$ cat config.mk
export PLATFORM = sky130hd
export DESIGN_NAME = md4_padder
export DESIGN_NICKNAME = d
export VERILOG_FILES = /design/src/rtl/md4_padder_pkg.sv /design/src/rtl/md4_len_insert.sv /design/src/rtl/md4_padder.sv
export SDC_FILE = /design/constraint.sdc
export NUM_CORES = 2
export LEC_CHECK = 0
export ABC_AREA = 1
export ABC_CLOCK_PERIOD_IN_PS = 3800
export BUFFER_PORTS_ARGS = -buffer_cell sky130_fd_sc_hd__buf_2
export CAP_MARGIN = 20
export CORE_MARGIN = 2
export CORE_UTILIZATION = 49
export CTS_CLUSTER_DIAMETER = 60
export DETAILED_ROUTE_END_ITERATION = 8
export PLACE_DENSITY = 0.79
export SLEW_MARGIN = 15
export SYNTH_ARGS = -nofsm -noshare
export SYNTH_HDL_FRONTEND = slang
export SYNTH_SLANG_ARGS = --single-unit
$ cat constraint.sdc
create_clock -name clk -period 3.8 [get_ports clk]
set_input_delay 0.38 -clock clk [delete_from_list [all_inputs] [get_ports clk]]
set_output_delay 0.38 -clock clk [all_outputs]
set_load 0.01 [all_outputs]
$ cat src/rtl/md4_padder_pkg.sv
// Shared constants and state type for the MD4 message padder.
package md4_padder_pkg;

  localparam int unsigned BLK_W       = 512;
  localparam int unsigned BLK_BYTES   = 64;
  localparam int unsigned PTR_W       = 6;
  localparam int unsigned WORD_W      = 32;
  localparam int unsigned LEN_BITS    = 64;
  localparam logic [7:0]  PAD_BYTE    = 8'h80;
  localparam int unsigned LEN_OFFSET  = 56;
  localparam int unsigned LEN_LO_WORD = 14;
  localparam int unsigned LEN_HI_WORD = 15;

  typedef enum logic [1:0] {
    S_FILL = 2'd0,
    S_EMIT = 2'd1,
    S_PADX = 2'd2
  } state_t;

endpackage

$ cat src/rtl/md4_len_insert.sv
// Overwrites words 14 (low) and 15 (high) of a block with the 64-bit message bit length.
module md4_len_insert
  import md4_padder_pkg::*;
(
  input  logic [BLK_W-1:0]    data,
  input  logic [LEN_BITS-1:0] len,
  output logic [BLK_W-1:0]    blk_c
);

  // Length words replace whatever the buffer holds at the tail of the block.
  always_comb begin
    blk_c = data;
    blk_c[LEN_LO_WORD*WORD_W +: WORD_W] = len[WORD_W-1:0];
    blk_c[LEN_HI_WORD*WORD_W +: WORD_W] = len[LEN_BITS-1:WORD_W];
  end

endmodule

$ cat src/rtl/md4_padder.sv
// MD4 message padder: packs bytes into 512-bit little-endian blocks, appends 0x80,
// zero fill and the 64-bit bit length, spilling into an extra block when needed.
// Optional feature: define MD4_PADDER_CNT_EN to add the blk_count output.
module md4_padder
  import md4_padder_pkg::*;
#(
  parameter int unsigned LEN_W = 64
) (
  input  logic             clk,
  input  logic             rst_n,
  input  logic             in_valid,
  output logic             in_ready,
  input  logic [7:0]       in_data,
  input  logic             in_last,
  output logic             blk_valid,
  input  logic             blk_ready,
  output logic [BLK_W-1:0] blk_data,
  output logic             blk_last
`ifdef MD4_PADDER_CNT_EN
  ,
  output logic [31:0]      blk_count
`endif
);

  state_t              state_q;
  logic [PTR_W-1:0]    ptr_q;
  logic [LEN_W-1:0]    cnt_q;
  logic [BLK_W-1:0]    buf_q;
  logic                pend_q;
  logic                pad80_q;

  logic                accept_c;
  logic                blk_hs_c;
  logic                short_c;
  logic                full_c;
  logic [LEN_W-1:0]    cnt_nxt_c;
  logic [BLK_W-1:0]    wr_buf_c;
  logic [BLK_W-1:0]    pad_buf_c;
  logic [BLK_W-1:0]    xtra_c;
  logic [BLK_W-1:0]    ins_data_c;
  logic [LEN_BITS-1:0] ins_len_c;
  logic [BLK_W-1:0]    ins_blk_c;

  // Byte write, pad-byte placement and length-insert source selection.
  always_comb begin
    accept_c  = (state_q == S_FILL) && in_valid && in_ready;
    blk_hs_c  = blk_valid && blk_ready;
    short_c   = ptr_q < PTR_W'(LEN_OFFSET - 1);
    full_c    = ptr_q == PTR_W'(BLK_BYTES - 1);
    cnt_nxt_c = cnt_q + LEN_W'(8);
    wr_buf_c  = buf_q;
    wr_buf_c[{ptr_q, 3'b000} +: 8] = in_data;
    pad_buf_c = wr_buf_c;
    if (!full_c) begin
      pad_buf_c[{ptr_q + PTR_W'(1), 3'b000} +: 8] = PAD_BYTE;
    end
    xtra_c = '0;
    if (pad80_q) begin
      xtra_c[7:0] = PAD_BYTE;
    end
    ins_data_c = (state_q == S_PADX) ? xtra_c : pad_buf_c;
    ins_len_c  = (state_q == S_PADX) ? LEN_BITS'(cnt_q) : LEN_BITS'(cnt_nxt_c);
  end

  md4_len_insert u_len_insert (
    .data  (ins_data_c),
    .len   (ins_len_c),
    .blk_c (ins_blk_c)
  );

  // Control FSM with registered handshake outputs and block register.
  always_ff @(posedge clk or negedge rst_n) begin
    if (!rst_n) begin
      state_q   <= S_FILL;
      ptr_q     <= '0;
      cnt_q     <= '0;
      buf_q     <= '0;
      pend_q    <= 1'b0;
      pad80_q   <= 1'b0;
      in_ready  <= 1'b0;
      blk_valid <= 1'b0;
      blk_last  <= 1'b0;
      blk_data  <= '0;
    end else begin
      case (state_q)
        S_FILL: begin
          in_ready <= 1'b1;
          if (accept_c) begin
            cnt_q <= cnt_nxt_c;
            if (in_last || full_c) begin
              buf_q     <= '0;
              ptr_q     <= '0;
              state_q   <= S_EMIT;
              blk_valid <= 1'b1;
              in_ready  <= 1'b0;
              if (!in_last) begin
                blk_data <= wr_buf_c;
                blk_last <= 1'b0;
                pend_q   <= 1'b0;
                pad80_q  <= 1'b0;
              end else if (short_c) begin
                blk_data <= ins_blk_c;
                blk_last <= 1'b1;
                pend_q   <= 1'b0;
                pad80_q  <= 1'b0;
              end else if (!full_c) begin
                blk_data <= pad_buf_c;
                blk_last <= 1'b0;
                pend_q   <= 1'b1;
                pad80_q  <= 1'b0;
              end else begin
                blk_data <= wr_buf_c;
                blk_last <= 1'b0;
                pend_q   <= 1'b1;
                pad80_q  <= 1'b1;
              end
            end else begin
              buf_q <= wr_buf_c;
              ptr_q <= ptr_q + PTR_W'(1);
            end
          end
        end
        S_EMIT: begin
          if (blk_hs_c) begin
            blk_valid <= 1'b0;
            if (blk_last) begin
              cnt_q <= '0;
            end
            if (pend_q) begin
              state_q <= S_PADX;
            end else begin
              state_q  <= S_FILL;
              in_ready <= 1'b1;
            end
          end
        end
        S_PADX: begin
          blk_data  <= ins_blk_c;
          blk_last  <= 1'b1;
          blk_valid <= 1'b1;
          pend_q    <= 1'b0;
          pad80_q   <= 1'b0;
          state_q   <= S_EMIT;
        end
        default: begin
          state_q  <= S_FILL;
          in_ready <= 1'b0;
        end
      endcase
    end
  end

`ifdef MD4_PADDER_CNT_EN
  // Free-running count of completed block handshakes.
  always_ff @(posedge clk or negedge rst_n) begin
    if (!rst_n) begin
      blk_count <= '0;
    end else if (blk_hs_c) begin
      blk_count <= blk_count + 32'd1;
    end
  end
`endif

endmodule

Word level (Yosys, flattened, before mapping)

Index checks and enable logic that the tools add are counted.

Output and inout bits: 515
Bits of input ports: 13
Bits in registers: 1101

Bitwise gates (word level): 1
Shift-type cells: 4
Muxes and demuxes: 48
Add/subtract/negate cells: 4
Order comparisons: 1
Eq/ne operators: 8
Reductions and logical operators: 14

Operators by type and width:

| operator                                                                       | number |
|---|---|
| 512-bit 2-to-1 mux                                                             | 7 |
| 512-bit bitwise mux                                                            | 2 |
| 512-bit case mux with 2 select lines                                           | 1 |
| 8-bit by 11-bit variable shift with 512-bit output, first input constant       | 2 |
| 8-bit by 11-bit variable part select with 512-bit output                       | 1 |
| 8-bit by 11-bit variable part select with 512-bit output, first input constant | 1 |
| 448-bit 2-to-1 mux                                                             | 1 |
| 64-bit 2-to-1 mux                                                              | 4 |
| 64-bit case mux with 2 select lines                                            | 1 |
| 64-bit by 4-bit adder with 64-bit output, second input constant                | 1 |
| 9-bit negator with 11-bit output                                               | 2 |
| 1-bit 2-to-1 mux                                                               | 20 |
| 3-bit AND reduction                                                            | 3 |
| 2-bit 2-to-1 mux                                                               | 4 |
| 8-bit 2-to-1 mux                                                               | 1 |
| 2-bit inequality test, second input constant                                   | 4 |
| 4-bit AND reduction                                                            | 2 |
| 6-bit by 1-bit adder with 6-bit output, second input constant                  | 1 |
| 6-bit == test, second input constant                                           | 1 |
| 6-bit < comparator, second input constant                                      | 1 |
| 6-bit 2-to-1 mux                                                               | 1 |
| 1-bit case mux with 2 select lines                                             | 3 |
| 1-bit case mux with 3 select lines                                             | 2 |
| 2-bit case mux with 3 select lines                                             | 1 |
| 10 further kinds                                                               | 13 |

Depth between registers and ports, before layout

Depth after elaboration: 11
Mapped depth: 22
Mapped depth without buffers: 19

Cells and area by module

Synthesis repeated with hierarchy kept, for this count alone.

Cells, all modules: 9844
Area total of the unflattened synthesis: 68155.4 sq um

By module, submodules not included:

| module         | area each (sq um) | cells an instance | times used | sequential area each (sq um) |
|---|---|---|---|---|
| md4_padder     | 64311.7           | 9332              | 1          | 27476.4 |
| md4_len_insert | 3843.7            | 512               | 1          | 0.0 |

Worst setup path before layout

No wires, ideal clock.

Path type: register to register
Start: register ptr_q[0]
End: register blk_data[461]
Slack: 1.017 ns
Period minus slack after synthesis: 2.783 ns
Stages on the path, launching flop included: 20
Arrival: 2.662 ns
Cells stage by stage: dfrtp_1 -> buf_2 -> inv_2 -> buf_2 -> ha_1 -> inv_2 -> nand2_2 -> inv_2 -> nand2_2 -> nor2_1 -> nand3_2 -> nand2_4 -> nand3_4 -> inv_2 -> buf_6 -> nand2_2 -> nand2_1 -> inv_1 -> a21oi_1 -> nor2_1

Longest elaborated chain between the ends: 11

RTL lines:

| element                                                                                    | line                               | text |
|---|---|---|
| start, declared                                                                            | md4_padder.sv:26                   | `logic [PTR_W-1:0] ptr_q;` |
| start signal, assigned                                                                     | md4_padder.sv:119                  | `ptr_q <= ptr_q + PTR_W'(1);` |
| 6-bit by 1-bit adder with 6-bit output or 9-bit negator with 11-bit output (tied branches) | md4_padder.sv:55, md4_padder.sv:52 |  |
| 9-bit negator with 11-bit output (tied with other cells)                                   | md4_padder.sv:55                   | `pad_buf_c[{ptr_q + PTR_W'(1), 3'b000} +: 8] = PAD_BYTE;` |
| 8-bit by 11-bit variable part select with 512-bit output (tied with other cells)           | md4_padder.sv:55                   |  |
| 512-bit bitwise mux                                                                        | md4_padder.sv:55                   |  |
| 512-bit 2-to-1 mux                                                                         | md4_padder.sv:54                   | `if (!full_c) begin` |
| 512-bit 2-to-1 mux                                                                         | md4_padder.sv:106                  | `end else if (!full_c) begin` |
| 512-bit 2-to-1 mux                                                                         | md4_padder.sv:101                  | `end else if (short_c) begin` |
| 512-bit 2-to-1 mux                                                                         | md4_padder.sv:96                   | `if (!in_last) begin` |
| 512-bit 2-to-1 mux                                                                         | md4_padder.sv:90                   | `if (in_last \|\| full_c) begin` |
| 512-bit 2-to-1 mux                                                                         | md4_padder.sv:88                   | `if (accept_c) begin` |
| 512-bit case mux with 2 select lines                                                       | md4_padder.sv:85                   | `case (state_q)` |
| end signal, assigned                                                                       | md4_padder.sv:97                   | `blk_data <= wr_buf_c;` |
| end signal, assigned                                                                       | md4_padder.sv:102                  | `blk_data <= ins_blk_c;` |
| end signal, assigned                                                                       | md4_padder.sv:107                  | `blk_data <= pad_buf_c;` |
| end, declared                                                                              | md4_padder.sv:17                   | `output logic [BLK_W-1:0] blk_data,` |

Several ways; a longest one is shown, not always the timed one. The select of a mux whose other input is x is not followed.
A chain may end at the register's enable or synchronous reset.

Final worst setup path

Start: register ptr_q[0]
End: register blk_data[144]

Longest elaborated chain between the ends: 11

RTL lines:

| element                                                                                    | line |
|---|---|
| 6-bit by 1-bit adder with 6-bit output or 9-bit negator with 11-bit output (tied branches) | md4_padder.sv:55, md4_padder.sv:52 |
| 9-bit negator with 11-bit output (tied with other cells)                                   | md4_padder.sv:55 |
| 8-bit by 11-bit variable part select with 512-bit output (tied with other cells)           | md4_padder.sv:55 |
| 512-bit bitwise mux                                                                        | md4_padder.sv:55 |
| 512-bit 2-to-1 mux                                                                         | md4_padder.sv:54 |
| 512-bit 2-to-1 mux or 448-bit 2-to-1 mux (tied branches)                                   | md4_padder.sv:106, md4_padder.sv:61 |
| 512-bit 2-to-1 mux                                                                         | md4_padder.sv:101 |
| 512-bit 2-to-1 mux                                                                         | md4_padder.sv:96 |
| 512-bit 2-to-1 mux                                                                         | md4_padder.sv:90 |
| 512-bit 2-to-1 mux                                                                         | md4_padder.sv:88 |
| 512-bit case mux with 2 select lines                                                       | md4_padder.sv:85 |

Several ways; a longest one is shown, not always the timed one. The select of a mux whose other input is x is not followed.

==> results.md <==
* **combinational group share of total power** 36.9%
* **starting density of the core** 49.4%
* **number of global-route vias before repair** 43700
* **first-pass GRT wire length** 275000 µm
* **area of the die** 105000 µm²
* **mean instance size in the synthesized netlist** 8.44 µm²
* **share of the synthesized area in the top cell type** 54.6%
* **endpoint kind of the worst setup timing path** flop
* **slowest cell on the critical path** sky130_fd_sc_hd__o21ai_0
* **core region area** 102000 µm²
* **maximum clock path buffer count** 3
* **Hold WC Path Type** input port to flop
* **CP Max Fanout** 16
* **IO Count** 528
* **number of pins with negative max-slew slack in the final report** 0
* **Sw Pwr** 19.0 mW
* **Area Overhead vs Synth** 15.7%
* **Post-Synthesis Net Count** 5988
* **final worst clock skew** 0.0364 ns
* **aggregate routed wire length** 184000 µm
* **P_leak** 29.4 nW
* **share of the synthesized area in compound gates (AO/OA/AOI/OAI)** 19.0%
* **sw frac** 41.0%
* **Root Driver** sky130_fd_sc_hd__clkbuf_16
* **dominant register cell in the synthesized netlist** sky130_fd_sc_hd__dfrtp_1
* **areal power density over the cells** 795 nW/µm²
* **latest clock arrival within the worst-skew pair** 0.72 ns
* **Die Wd** 325 µm
* **critical path start-end classification** flop to flop
* **Most common cell on crit path** sky130_fd_sc_hd__nand2_1
* **share of synthesized area occupied by flip-flops and latches** 54.6%
* **reg-to-reg critical path startpoint** ptr_q[0]
* **run status** finished clean
* **Post-synth ARST share** 100%
* **worst max-slew margin expressed relative to the limit** 20.4%
* **Critical Path AT** 4.19 ns
* **largest family of logic cells by synthesized area** compound AO/OA/AOI/OAI gates
* **clock sinks** 1098
* **Ys Warns** 0
* **maximum resistive drop on vdd** 0.509 mV
* **CTS clock-pin slew for the worst setup and hold paths** 0.07 ns
* **EDFF count, synth** 0
* **Layout Utilization** 57.2%
* **cell family with most CP delay** simple AND/OR/NAND/NOR gates
* **Final Hold Violating Endpoints** 0
* **H-tree level count** 3
* **reported max-cap violation count** 0
* **Worst Path Required** 4.45 ns
* **sum of buffers and inverters on the critical path** 3
* **final setup vio count** 0
* **Fillers** 8959
* **portion of the clock cycle consumed by the worst path in the final layout** 93.0%
* **element type at the critical path start** flop
* **# rows** 117
* **fraction of layout instances using a drive strength above 1** 14.9%
* **Placed Cells incl. Taps** 7619
* **highest clock rate** 283 MHz
* **dominant cell type by area after synthesis** sky130_fd_sc_hd__dfrtp_1
* **number of instances resized during post-cts repair** 0
* **clock tree from TritonCTS** yes
* **post-DR vias/cell** 5.92
* **Internal Dissipation** 27.3 mW
* **count of nets left with antenna violations after detail routing** 0
* **Net count, final** 6392
* **IO buf count** 527
* **part of the total power dissipated in the clock network** 25.7%
* **fraction of synthesized area in multiplexers** 0.0398%
* **Critical path origin** ptr_q[0]
* **xor-xnor portion of the synthesized cell area** 0.487%
* **Cells after Synth** 5968
* **unrepaired setup endpoints after global routing** no
* **pin count of the biggest net entering global routing** 175
* **delay of the slowest cell on the worst path** 0.72 ns
* **count of routing violations after the opening detailed-route iteration** 6106
* **post-layout instance count excluding filler cells** 7839
* **length of the first detailed-routing pass in iterations** 8
* **post-route DRC violation count** 0
* **routability congestion estimate from global placement** 1.02
* **total of flip-flops plus latches after synthesis** 1098
* **ordered list of cells on the worst path** inv_2, ha_1, inv_1, nand2_1, nand2_1, inv_2, nand4_4, nor2_4, nand3_2, o21ai_0, nand3_1, nand2_1
* **area share of fa/ha/maj cells after synthesis** 0.174%
* **transition time at the pin with the least slew margin** 1.18 ns
* **cell area after synthesis** 50400 µm²
* **Inserted Clock Buffers** 117
* **number of unique standard cell types used by synthesis** 54
* **leading post-synthesis cells by cell area** sky130_fd_sc_hd__dfrtp_1 (55%), sky130_fd_sc_hd__nand2_1 (11%), sky130_fd_sc_hd__o21ai_0 (9.4%), sky130_fd_sc_hd__o22ai_1 (5.3%), sky130_fd_sc_hd__inv_1 (4.7%)
* **HPWL reported at the end of detailed placement** 127000 µm
* **worst min-delay path startpoint** in_last
* **simple-gate share of the synthesized area** 17.7%
* **total negative slack** 0 ns
* **global-route usage over all layers** 34.2%
* **part of the power in registers** 37.4%
* **remaining global-route overflow** 0
* **total vias in the final route** 46400
* **Final Critical Period** 3.53 ns
* **initial antenna violation count** 5
* **average wire length per cell after detail routing** 23.5 µm
* **die height** 325 µm
worst register-to-register path: stages, from the launching register on:
cell and delay [ns]:
sky130_fd_sc_hd__dfrtp_1 0.39, sky130_fd_sc_hd__inv_2 0.16, sky130_fd_sc_hd__ha_1 0.26, sky130_fd_sc_hd__inv_1 0.06, sky130_fd_sc_hd__nand2_1 0.05, sky130_fd_sc_hd__nand2_1 0.12, sky130_fd_sc_hd__inv_2 0.25, sky130_fd_sc_hd__nand4_4 0.21
sky130_fd_sc_hd__nor2_4 0.25, sky130_fd_sc_hd__nand3_2 0.45, sky130_fd_sc_hd__o21ai_0 0.72, sky130_fd_sc_hd__nand3_1 0.39, sky130_fd_sc_hd__nand2_1 0.15
power by group through the flow:
| stage | sequential [mW] | combinational [mW] | clock (mW) |
|---|---|---|---|
| after CTS | 17.3 | 16.8 | 11.9 |
| after floorplan | 18.0 | 9.13 | 0 |
| after global placement | 17.3 | 16.3 | 0 |
| after detailed placement | 17.4 | 16.7 | 0 |
| after global routing | 17.6 | 18.4 | 12.4 |
| final | 17.3 | 17.1 | 11.9 |
routing by layer:
layer / up-vias / track usage (%) / wire, µm
met5: - / 0 / 14
met3: 578 / 9.19 / 21000
met4: 2 / 20.2 / 12800
li1: 20700 / - / -
met2: 2669 / 50.9 / 80200
met1: 22500 / 44.9 / 70400
layout by cell type, fill, tap and decap left out, types with 16 or more instances in the layout:
cell type                   instances
sky130_fd_sc_hd__nand2_1         1462
sky130_fd_sc_hd__dfrtp_1         1098
sky130_fd_sc_hd__o21ai_0          948
sky130_fd_sc_hd__inv_1            623
sky130_fd_sc_hd__buf_2            526
sky130_fd_sc_hd__o22ai_1          427
sky130_fd_sc_hd__nor2_1           229
sky130_fd_sc_hd__nand3_1          173
sky130_fd_sc_hd__o21ai_1          167
sky130_fd_sc_hd__clkbuf_16        121
sky130_fd_sc_hd__a21oi_1           93
sky130_fd_sc_hd__buf_4             85
sky130_fd_sc_hd__nor3_1            66
sky130_fd_sc_hd__nand4_1           45
sky130_fd_sc_hd__a22o_1            40
sky130_fd_sc_hd__a21o_1            39
sky130_fd_sc_hd__xor2_1            28
sky130_fd_sc_hd__clkbuf_8          28
sky130_fd_sc_hd__clkbuf_1          26
sky130_fd_sc_hd__inv_2             23
sky130_fd_sc_hd__buf_12            20
sky130_fd_sc_hd__clkinv_2          17
sky130_fd_sc_hd__nor2_2            16
state kept, by name, indices dropped and copies added, names as in the netlist, 2 cells and up:
name and cells:
state_q 2, ptr_q 6, cnt_q 61, buf_q 512, blk_data 512
what timing repair did:
action / in CTS / in global routing
hold endpoints to repair: 65 / 0
hold buffers: 2 / 0
buffers inserted: 0 / 0
through the flow:
stage	hold slack, ns	power [mW]	cell area [µm²]	worst slack, ns
detailed placement	0.460	34.1	54200	0.463
global route	0.177	48.5	58200	0.172
global placement	0.453	33.6	54200	0.370
floorplan	0.0844	27.1	50400	1.02
CTS	0.122	46.0	58200	0.441
finish	0.153	46.3	58200	0.266
logic make-up (layout without fill, tap and decap cells):
family	count (synthesis)	after routing
muxes	2	2
other	0	3
DFF	1098	1098
buffers and inverters	1000	1500
and+or+nand+nor	2095	2095
xor gates and xnor gates	28	28
adders and majority gates	7	7
AOI/OAI and AO/OA	1738	1738
synthesized netlist by cell type, types with 4 or more instances:
| cell | n |
|---|---|
| sky130_fd_sc_hd__dfrtp_1 | 1098 |
| sky130_fd_sc_hd__inv_1 | 625 |
| sky130_fd_sc_hd__buf_2 | 105 |
| sky130_fd_sc_hd__a21o_1 | 39 |
| sky130_fd_sc_hd__buf_6 | 16 |
| sky130_fd_sc_hd__nand2_4 | 4 |
| sky130_fd_sc_hd__a21oi_1 | 93 |
| sky130_fd_sc_hd__buf_4 | 10 |
| sky130_fd_sc_hd__buf_1 | 19 |
| sky130_fd_sc_hd__clkbuf_1 | 199 |
| sky130_fd_sc_hd__a22o_1 | 40 |
| sky130_fd_sc_hd__inv_2 | 24 |
| sky130_fd_sc_hd__o21ai_1 | 167 |
| sky130_fd_sc_hd__nor2_1 | 230 |
| sky130_fd_sc_hd__nor3_1 | 66 |
| sky130_fd_sc_hd__ha_1 | 7 |
| sky130_fd_sc_hd__nand3_2 | 15 |
| sky130_fd_sc_hd__nor3_2 | 7 |
| sky130_fd_sc_hd__nand3_4 | 6 |
| sky130_fd_sc_hd__nor2_2 | 16 |
| sky130_fd_sc_hd__nand2_2 | 14 |
| sky130_fd_sc_hd__nand3_1 | 174 |
| sky130_fd_sc_hd__or2_2 | 15 |
| sky130_fd_sc_hd__xor2_1 | 28 |
| sky130_fd_sc_hd__nor4_1 | 5 |
| sky130_fd_sc_hd__o21ai_0 | 948 |
| sky130_fd_sc_hd__o22ai_1 | 427 |
| sky130_fd_sc_hd__nand2_1 | 1463 |
| sky130_fd_sc_hd__o21ai_2 | 7 |
| sky130_fd_sc_hd__nor4_2 | 5 |
| sky130_fd_sc_hd__nand3b_1 | 4 |
| sky130_fd_sc_hd__nand4_1 | 45 |
| sky130_fd_sc_hd__nor2_4 | 14 |
worst paths after layout:
kind | endpoint | cells after the start | slack (ns)
setup / recovery | blk_data[144] | 12 | 0.27
hold reg to reg | blk_data[31] | 1 | 0.47
min in group asynchronous | blk_data[145] | 2 | 0.34
hold / removal | buf_q[12] | 4 | 0.15
setup reg to reg | blk_data[144] | 12 | 0.27
max in group asynchronous | buf_q[434] | 3 | 2.25
layout make-up:
cell class / count / area, µm² / share of cell area (%)
Sequential cell: 1098 / 27500 / 47.2
Multi-Input combinational cell: 3870 / 18900 / 32.4
Timing Repair Buffer: 634 / 3710 / 6.36
Clock buffer: 175 / 3510 / 6.03
Inverter: 651 / 2460 / 4.23
Tap cell: 1368 / 1710 / 2.94
Clock inverter: 40 / 503 / 0.864
Antenna cell: 3 / 7.51 / 0.0129
No activity file was read; power rests on OpenSTA's default activity.
